<file path="src/rtl/turing_engine.sv">
// -----------------------------------------------------------------------------
// turing_engine
//
// Single-tape Turing machine with a loadable transition table and tape.
// While idle, the host loads the table and the tape through their write
// strobes and reads any tape cell back. A start pulse then runs the machine
// until it halts, walks off either end of the tape, or (optionally) uses up
// its step budget. Every machine step takes three cycles: FETCH reads the
// cell under the head, LOOKUP reads the table entry, and EXEC commits the step.
//
// Optional feature:
//   TM_STEP_LIMIT_EN  when defined, a run stops with timeout_o=1 once
//                     step_count reaches MAX_STEPS. When undefined,
//                     timeout_o is constant 0 and runs are unbounded.
//
// Ports:
//   clock, reset        rising-edge clock, asynchronous active-high reset
//   tbl_we_i            table write strobe (ignored while busy)
//   tbl_addr_i          table index {state, symbol}
//   tbl_data_i          entry {write_sym, move[1:0], next_state};
//                       move 00 left, 01 right, 10 stay, 11 halt
//   tape_we_i           tape write strobe (ignored while busy)
//   tape_addr_i         tape cell index for writes and readback
//   tape_wdata_i        symbol to write
//   tape_rdata_o        combinational readback of cell tape_addr_i
//   start_i             one-cycle pulse that starts a run (accepted only in IDLE)
//   start_head_i        initial head position
//   start_state_i       initial machine state
//   busy_o              run in progress (FETCH/LOOKUP/EXEC)
//   done_o              run finished; held until the next start
//   halted_o, fault_o, timeout_o   cause of termination
//   head_o, cur_state_o, step_count_o   live machine status
// -----------------------------------------------------------------------------
module turing_engine #(
  parameter int SW        = 2,
  parameter int SB        = 3,
  parameter int TL        = 32,
  parameter int MAX_STEPS = 1000,
  localparam int HW       = $clog2(TL)
) (
  input  logic               clock,
  input  logic               reset,
  input  logic               tbl_we_i,
  input  logic [SB+SW-1:0]   tbl_addr_i,
  input  logic [SW+2+SB-1:0] tbl_data_i,
  input  logic               tape_we_i,
  input  logic [HW-1:0]      tape_addr_i,
  input  logic [SW-1:0]      tape_wdata_i,
  output logic [SW-1:0]      tape_rdata_o,
  input  logic               start_i,
  input  logic [HW-1:0]      start_head_i,
  input  logic [SB-1:0]      start_state_i,
  output logic               busy_o,
  output logic               done_o,
  output logic               halted_o,
  output logic               fault_o,
  output logic               timeout_o,
  output logic [HW-1:0]      head_o,
  output logic [SB-1:0]      cur_state_o,
  output logic [15:0]        step_count_o
);

  localparam int EW = SW + 2 + SB;
  localparam int NT = 1 << (SB + SW);

  localparam logic [2:0] IDLE   = 3'd0;
  localparam logic [2:0] FETCH  = 3'd1;
  localparam logic [2:0] LOOKUP = 3'd2;
  localparam logic [2:0] EXEC   = 3'd3;
  localparam logic [2:0] FINISH = 3'd4;

  localparam logic [HW-1:0] LAST_CELL = HW'(TL - 1);

  localparam logic [1:0] MV_LEFT  = 2'b00;
  localparam logic [1:0] MV_RIGHT = 2'b01;
  localparam logic [1:0] MV_HALT  = 2'b11;

  // Storage deliberately has no reset so programs survive a reset.
  logic [SW-1:0] tape_mem [TL];
  logic [EW-1:0] tbl_mem  [NT];

  logic [2:0]    fsm_q, fsm_d;
  logic [HW-1:0] head_q, head_d;
  logic [SB-1:0] cur_state_q, cur_state_d;
  logic [15:0]   step_q, step_d;
  logic          done_q, done_d;
  logic          halted_q, halted_d;
  logic          fault_q, fault_d;
  logic [SW-1:0] sym_q;
  logic [EW-1:0] entry_q;

  logic [SW-1:0] ent_ws;
  logic [1:0]    ent_mv;
  logic [SB-1:0] ent_ns;
  logic [15:0]   step_inc;
  logic          edge_fault;
  logic          exec_wr;

  logic          tape_wr_en;
  logic [HW-1:0] tape_wr_addr;
  logic [SW-1:0] tape_wr_data;

`ifdef TM_STEP_LIMIT_EN
  logic          timeout_q, timeout_d;
`endif

  assign ent_ws = entry_q[EW-1 -: SW];
  assign ent_mv = entry_q[SB+1:SB];
  assign ent_ns = entry_q[SB-1:0];

  assign busy_o       = (fsm_q == FETCH) || (fsm_q == LOOKUP) || (fsm_q == EXEC);
  assign done_o       = done_q;
  assign halted_o     = halted_q;
  assign fault_o      = fault_q;
  assign head_o       = head_q;
  assign cur_state_o  = cur_state_q;
  assign step_count_o = step_q;
  assign tape_rdata_o = tape_mem[tape_addr_i];

`ifdef TM_STEP_LIMIT_EN
  assign timeout_o = timeout_q;
`else
  // Without the limit there is no timeout; MAX_STEPS is never negative,
  // so this folds to a constant 0.
  assign timeout_o = (MAX_STEPS < 0);
`endif

  // The step counter sticks at all-ones rather than wrapping.
  assign step_inc   = (step_q == 16'hFFFF) ? step_q : step_q + 16'd1;

  // A move that would leave the tape still commits its write and new state,
  // but the head stays where it is and the run ends.
  assign edge_fault = ((ent_mv == MV_LEFT)  && (head_q == '0)) ||
                      ((ent_mv == MV_RIGHT) && (head_q == LAST_CELL));

  // EXEC writes to the tape on every step except halt.
  assign exec_wr    = (fsm_q == EXEC) && (ent_mv != MV_HALT);

  // A single tape write port, shared by EXEC and the host. The host only
  // gets it while the machine is not running.
  always_comb begin
    tape_wr_en   = 1'b0;
    tape_wr_addr = tape_addr_i;
    tape_wr_data = tape_wdata_i;
    if (exec_wr) begin
      tape_wr_en   = 1'b1;
      tape_wr_addr = head_q;
      tape_wr_data = ent_ws;
    end else if (tape_we_i && !busy_o) begin
      tape_wr_en   = 1'b1;
    end
  end

  always_ff @(posedge clock) begin
    if (tape_wr_en) begin
      tape_mem[tape_wr_addr] <= tape_wr_data;
    end
    if (tbl_we_i && !busy_o) begin
      tbl_mem[tbl_addr_i] <= tbl_data_i;
    end
  end

  // Next-state logic for the run controller and machine status.
  always_comb begin
    fsm_d       = fsm_q;
    head_d      = head_q;
    cur_state_d = cur_state_q;
    step_d      = step_q;
    done_d      = done_q;
    halted_d    = halted_q;
    fault_d     = fault_q;
`ifdef TM_STEP_LIMIT_EN
    timeout_d   = timeout_q;
`endif
    case (fsm_q)
      IDLE: begin
        if (start_i) begin
          fsm_d       = FETCH;
          head_d      = start_head_i;
          cur_state_d = start_state_i;
          step_d      = '0;
          done_d      = 1'b0;
          halted_d    = 1'b0;
          fault_d     = 1'b0;
`ifdef TM_STEP_LIMIT_EN
          timeout_d   = 1'b0;
`endif
        end
      end
      FETCH:  fsm_d = LOOKUP;
      LOOKUP: fsm_d = EXEC;
      EXEC: begin
        if (ent_mv == MV_HALT) begin
          halted_d = 1'b1;
          done_d   = 1'b1;
          fsm_d    = FINISH;
        end else begin
          cur_state_d = ent_ns;
          step_d      = step_inc;
          if (edge_fault) begin
            fault_d = 1'b1;
            done_d  = 1'b1;
            fsm_d   = FINISH;
          end else begin
            if (ent_mv == MV_LEFT) begin
              head_d = head_q - 1'b1;
            end else if (ent_mv == MV_RIGHT) begin
              head_d = head_q + 1'b1;
            end
`ifdef TM_STEP_LIMIT_EN
            // Halt and fault are already handled above, so they win over
            // a timeout on the same step.
            if (step_inc == 16'(MAX_STEPS)) begin
              timeout_d = 1'b1;
              done_d    = 1'b1;
              fsm_d     = FINISH;
            end else begin
              fsm_d     = FETCH;
            end
`else
            fsm_d = FETCH;
`endif
          end
        end
      end
      FINISH:  fsm_d = IDLE;
      default: fsm_d = IDLE;
    endcase
  end

  // State registers. FETCH latches the symbol under the head, and LOOKUP
  // latches the table entry selected by that symbol and the current state.
  always_ff @(posedge clock or posedge reset) begin
    if (reset) begin
      fsm_q       <= IDLE;
      head_q      <= '0;
      cur_state_q <= '0;
      step_q      <= '0;
      done_q      <= 1'b0;
      halted_q    <= 1'b0;
      fault_q     <= 1'b0;
      sym_q       <= '0;
      entry_q     <= '0;
    end else begin
      fsm_q       <= fsm_d;
      head_q      <= head_d;
      cur_state_q <= cur_state_d;
      step_q      <= step_d;
      done_q      <= done_d;
      halted_q    <= halted_d;
      fault_q     <= fault_d;
      if (fsm_q == FETCH) begin
        sym_q <= tape_mem[head_q];
      end
      if (fsm_q == LOOKUP) begin
        entry_q <= tbl_mem[{cur_state_q, sym_q}];
      end
    end
  end

`ifdef TM_STEP_LIMIT_EN
  always_ff @(posedge clock or posedge reset) begin
    if (reset) begin
      timeout_q <= 1'b0;
    end else begin
      timeout_q <= timeout_d;
    end
  end
`endif

endmodule

</file>
<file path="config.mk">
export PLATFORM = sky130hd
export DESIGN_NAME = turing_engine
export DESIGN_NICKNAME = d
export VERILOG_FILES = /design/src/rtl/turing_engine.sv
export SDC_FILE = /design/constraint.sdc
export NUM_CORES = 1
export LEC_CHECK = 0
export ABC_AREA = 0
export BUFFER_PORTS_ARGS = -buffer_cell sky130_fd_sc_hd__buf_4
export CELL_PAD_IN_SITES_DETAIL_PLACEMENT = 0
export CELL_PAD_IN_SITES_GLOBAL_PLACEMENT = 1
export CORE_ASPECT_RATIO = 0.75
export CORE_MARGIN = 2
export CORE_UTILIZATION = 56
export DETAILED_ROUTE_END_ITERATION = 6
export GPL_ROUTABILITY_DRIVEN = 1
export PLACE_DENSITY = 0.85
export SLEW_MARGIN = 20
export SYNTH_ARGS = -nofsm -noshare
export SYNTH_HDL_FRONTEND = slang
export SYNTH_SLANG_ARGS = --single-unit
</file>
<file path="constraint.sdc">
create_clock -name clock -period 4.4 [get_ports clock]
set_input_delay 0.22 -clock clock [delete_from_list [all_inputs] [get_ports clock]]
set_output_delay 0.22 -clock clock [all_outputs]
set_load 0.02 [all_outputs]
</file>
## Word-level counts from Yosys, hierarchy flattened

Memory sizes are Yosys's and may differ from the RTL's. A register that Yosys moved wholly into a read port is not among the register bits.
Cells that the tools add are included.

| storage, ports and cells | value |
|---|---|
| flip-flop bits (word level) | 30 |
| bits in latches | 0 |
| bits in writable memories | 288 |
| memory bits (read-only) | 0 |
| memories | 2 |

| operators by class | value |
|---|---|
| add/sub/neg operators | 3 |
| multiply operators | 0 |
| divide/modulo/power cells | 0 |
| $lt $le $gt $ge | 0 |
| equal/unequal tests | 16 |
| shifts and indexed selects | 0 |
| muxes and demuxes | 33 |
| bitwise logic cells | 0 |
| reductions and logical operators | 19 |

Memory list:

| name | words | bits a word | rd ports | clocked after memory_dff | write ports | line | RTL |
|---|---|---|---|---|---|---|---|
| tbl_mem | 32 | 7 | 1 | 1 | 1 | 80 | `logic [EW-1:0] tbl_mem [NT];` |
| tape_mem | 32 | 2 | 2 | 1 | 1 | 79 | `logic [SW-1:0] tape_mem [TL];` |

Operator list:

| operator | count |
|---|---|
| $mux 16 | 3 |
| $pmux 16 s2 | 1 |
| $mux 5 | 6 |
| $add 16x1->16 const B | 1 |
| $eq 16x16->1 const B | 1 |
| $mux 3 | 5 |
| $ne 2x2->1 const B | 6 |
| $pmux 3 s4 | 1 |
| $mux 1 | 11 |
| $pmux 5 s2 | 1 |
| $reduce_and 3->1 | 3 |
| $reduce_and 4->1 | 2 |
| $eq 3x2->1 const B | 2 |
| $pmux 1 s2 | 3 |
| $pmux 3 s2 | 1 |
| $add 5x1->5 const B | 1 |
| $eq 5x5->1 const B | 1 |
| $logic_and 1x1->1 | 5 |
| $logic_not 5->1 | 1 |
| $reduce_and 5->1 | 1 |
| $sub 5x1->5 const B | 1 |
| $eq 3x1->1 const B | 1 |
| $logic_not 3->1 | 1 |
| $logic_or 1x1->1 | 3 |
| 9 further kinds | 9 |

## Logic depth before layout (Yosys ltp)

| logic depth | value |
|---|---|
| word-level depth | 9 |
| gate-level depth with buffers | 8 |

## Worst setup path before layout

Ideal clock, no wire load.

| timing | value |
|---|---|
| path kind | reg-to-reg |
| start point | register fsm_q[2] |
| end point | memory tbl_mem[12][0] in the netlist's numbering (enable) |
| library setup time | 380 ps |
| data arrival time | 1881 ps |
| data required time | 4020 ps |
| setup slack | 2139 ps |
| stages on the path, launching flop included | 7 |
| path buffers | 2 |
| period minus slack after synthesis | 2261 ps |
| cell sequence | dfrtp_1 clkbuf_1 o21bai_1 and2_1 clkbuf_1 nand4b_1 nor3_1 |

| between the ends | value |
|---|---|
| cells in the longest elaborated chain, start to end | 7 |
| elaborated cells on any way between the ends | 9 |

Ends and longest elaborated chain:

| item | line | RTL |
|---|---|---|
| start: declaration | 82 | `logic [2:0] fsm_q, fsm_d;` |
| start signal: assignment | 245 | `fsm_q <= fsm_d;` |
| $eq 3x1->1 / $eq 3x2->1 (equally long branches) | 111 | `assign busy_o = (fsm_q == FETCH) \|\| (fsm_q == LOOKUP) \|\| (fsm_q == EXEC);` |
| $logic_or 1x1->1 | 111 |  |
| $logic_or 1x1->1 (*) | 111 |  |
| $logic_not 1->1 (*) | 158 | `if (tbl_we_i && !busy_o) begin` |
| $logic_and 1x1->1 (*) | 158 |  |
| $mux 1 (*) | 158 |  |
| $mux 1 (not written as such) (*) | 159 | `tbl_mem[tbl_addr_i] <= tbl_data_i;` |
| end: declaration | 80 |  |

Every way passes the cells marked *; elsewhere a longest branch is shown, timed or not.

==> qor.yml <==
run_status:
  status: "finished, final reports clean"
synth:
  syn_avg_cell_area_sq_um: 15.2
  synthCells: 936
  synthArstFlopShare_pct: 11.9
  ys_ff_latch: 327
  synth_seq_area_share_pct: 67.4
  yosys.area.top_type_share_pct: 60.6
  syn_area_sq_um: 14300
  synth-main-ff-cell: "edfxtp_1"
  synth_edf_count: 288
  synth_area_leaders: "edfxtp_1, mux2i_1, dfrtp_1"
  synth_top_cell_by_area: "edfxtp_1"
  ys_warn_count: 0
  yosys.cell_types.count: 67
  synthesis.nets: 973
detailed_routing:
  drt_first_iter_violations: 854
  ant_nets: 0
  wl_per_cell_um: 23.3
  vias: 8492
  viasPerCell: 6.26
  drt_pass1_iterations: 7
  drc: 0
  drt-total-wl_um: 31600
floorplan:
  io_pins: 63
  initial_core_util_pct: 57.0
  fp.dieW_um: 188
  fp.coreArea_sq_um: 25000
  dieArea_sq_um: 26800
  die-height_um: 142
  fp-row-count: 50
setup_path:
  required_ns: 4.83
  critPathArrivalTime_ns: 3.30
  rr_endpoint: "entry_q[4]"
  r2r_start: "sym_q[0]"
  crit_fanout: 70
  ff2ff_setup_slack_ns: 1.53
  setup.worst_path.start: "sym_q[0]"
  crit_end: "entry_q[4]"
  worstSetupStartpointType: "flop"
  end_kind: "flop"
  critPathKind: "reg2reg"
  reg2regPathDepth: 6
global_route:
  grt-ovfl-total: 0
  grt_util_all_layers_pct: 23.8
  grt_max_degree: 71
  grt_pass1_vias: 8063
  antenna_found_initial: 0
  grt_pass1_wl_um: 48300
placement:
  portBuffers: 61
  place_congestion: 0.820
  dp_hpwl_um: 20500
  dp.cells: 1294
timing:
  period_minus_slack_ns: 2.87
  fin_crit_sh_pct: 65.1
  holdWs_ns: 0.0426
  fin_setup_tns_ns: 0
  finalHoldViolCount: 0
  finalSetupViolCount: 0
  fin_worst_skew_ns: 0.0210
  rsz0062_at_grt: "no"
  worstMarginPinSlew_ns: 1.13
  report.final.slew_viol_count: 0
  max_freq_mhz: 349
  slew_headroom_pct: 24.9
min_path:
  min_from: "start_i"
  hp-class: "in2reg"
cells_and_area:
  drive_above_1_share_pct: 17.1
  layout_common_cells: "edfxtp_1, mux2i_1, nor2_1, buf_4, nand2_1"
  final_common_cell: "edfxtp_1"
  stdcell_count: 1357
  layout.nets: 1034
  syn_to_final_growth_pct: 12.8
  n_antenna_cell: 0
power_and_ir_drop:
  vdd_ir_drop_max_mv: 0.339
  power.density_nw_per_um2: 588
  p_leak_nw: 5.60
clock_tree:
  cts_resized: 0
  htree_levels: 1
  cts_buffers: 30
  cts_sinks: 327
  cts.clk_slew.worst_paths_ns: 0.07
  clockRootBuffer: "clkbuf_16"
  insertion_delay_ns: 0.56
  cts_buffer_depth: 3
  cts_tree: "done"
job:
  cap_violations: 0
[through the flow]
stage | instance area (sq um) | setup WS (ns) | power, W | utilization (%)
CTS | 16100 | 1.55 | 0.00947 | 64.3
finish | 16100 | 1.53 | 0.00947 | 64.4
detailed placement | 15000 | 1.58 | 0.00683 | 60.0
global placement | 15000 | 1.62 | 0.00681 | 60.0
floorplan | 14300 | 2.14 | 0.00597 | -
global route | 16100 | 1.39 | 0.00985 | 64.4
[cell type report]
class,count,area [sq um]
fill,1847,8920
clock inverter,17,188
inverter,8,30.0
multi-input combinational,546,4350
clock buffer,37,818
sequential,327,9630
timing repair buffer,84,666
tap,338,423
[state kept, by name (all words and copies together), names as in the netlist]
signal,cells
head_o,5
fsm_q,3
step_count_o,16
done_o,1
cur_state_o,3
fault_o,1
entry_q,7
halted_o,1
sym_q,2
tape_mem,64
tbl_mem,224
[report_power, final]
part | switching (W) | leakage, nW | internal [W]
Clock | 0.00110 | 0.498 | 0.00155
Combinational | 0.00165 | 2.01 | 0.00115
Sequential | 0.000400 | 3.09 | 0.00362
[cells by family (layout without fill, tap and decap cells)]
family / Yosys count / after routing / share of synthesized area, %
AOI/OAI and AO/OA: 156 / 156 / 7.99
xor gates and xnor gates: 5 / 5 / 0.307
adders and majority gates: 5 / 5 / 0.491
buffers and inverters: 63 / 146 / 2.23
DFF: 327 / 327 / 67.4
muxes: 160 / 160 / 14.0
other: 1 / 1 / 0.0263
and+or+nand+nor: 219 / 219 / 7.49
[routing by layer]
metal  share of wire [%]  wire length, um  track usage (%)
met1                  46            14600             37.9
met2                  44            13900             35.1
met3                 8.2             2600             3.90
met4                 1.5              486             4.85
met5                   0                0                0
[worst min path at each step]
stage                           end  slack, ns  cells after the start
floorplan             tbl_mem[0][0]       0.32                      0
global placement    step_count_o[3]       0.39                      3
detailed placement  step_count_o[3]       0.39                      3
CTS                        fsm_q[0]       0.04                      4
global route               fsm_q[0]       0.05                      4
finish                     fsm_q[0]       0.04                      4
[synth_stat cells (all sizes together) (3+ instances only)]
library cell and n:
a221oi 14, nor2 92, nand3 14, nor4b 4, inv 8, edfxtp 288, a2111oi 6, nor3 7
a22o 14, o41ai 7, mux2i 126, mux4 32, o21ai 10, o22ai 8, buf 34, nand2 44
nand2b 5, or2 6, nand3b 6, o211ai 3, or3 10, and3 6, xnor2 3, ha 4
a21o 3, nand4b 5, a22oi 29, nor2b 3, a31oi 18, a21oi 25, clkbuf 21, dfrtp 39
[critical path, stage by stage, from the launching register on]
cell and delay (ns):
dfrtp_4 0.92, buf_12 0.47, mux2i_1 0.14, a22o_1 0.25
a221oi_1 0.33, o22ai_1 0.14, o41ai_1 0.40
[repair_timing]
action / CTS / global route
hold buffers: 9 / 0
endpoints found under the hold margin: 47 / 0
setup buffers: 0 / 0
(Power assumes the default switching activity.)
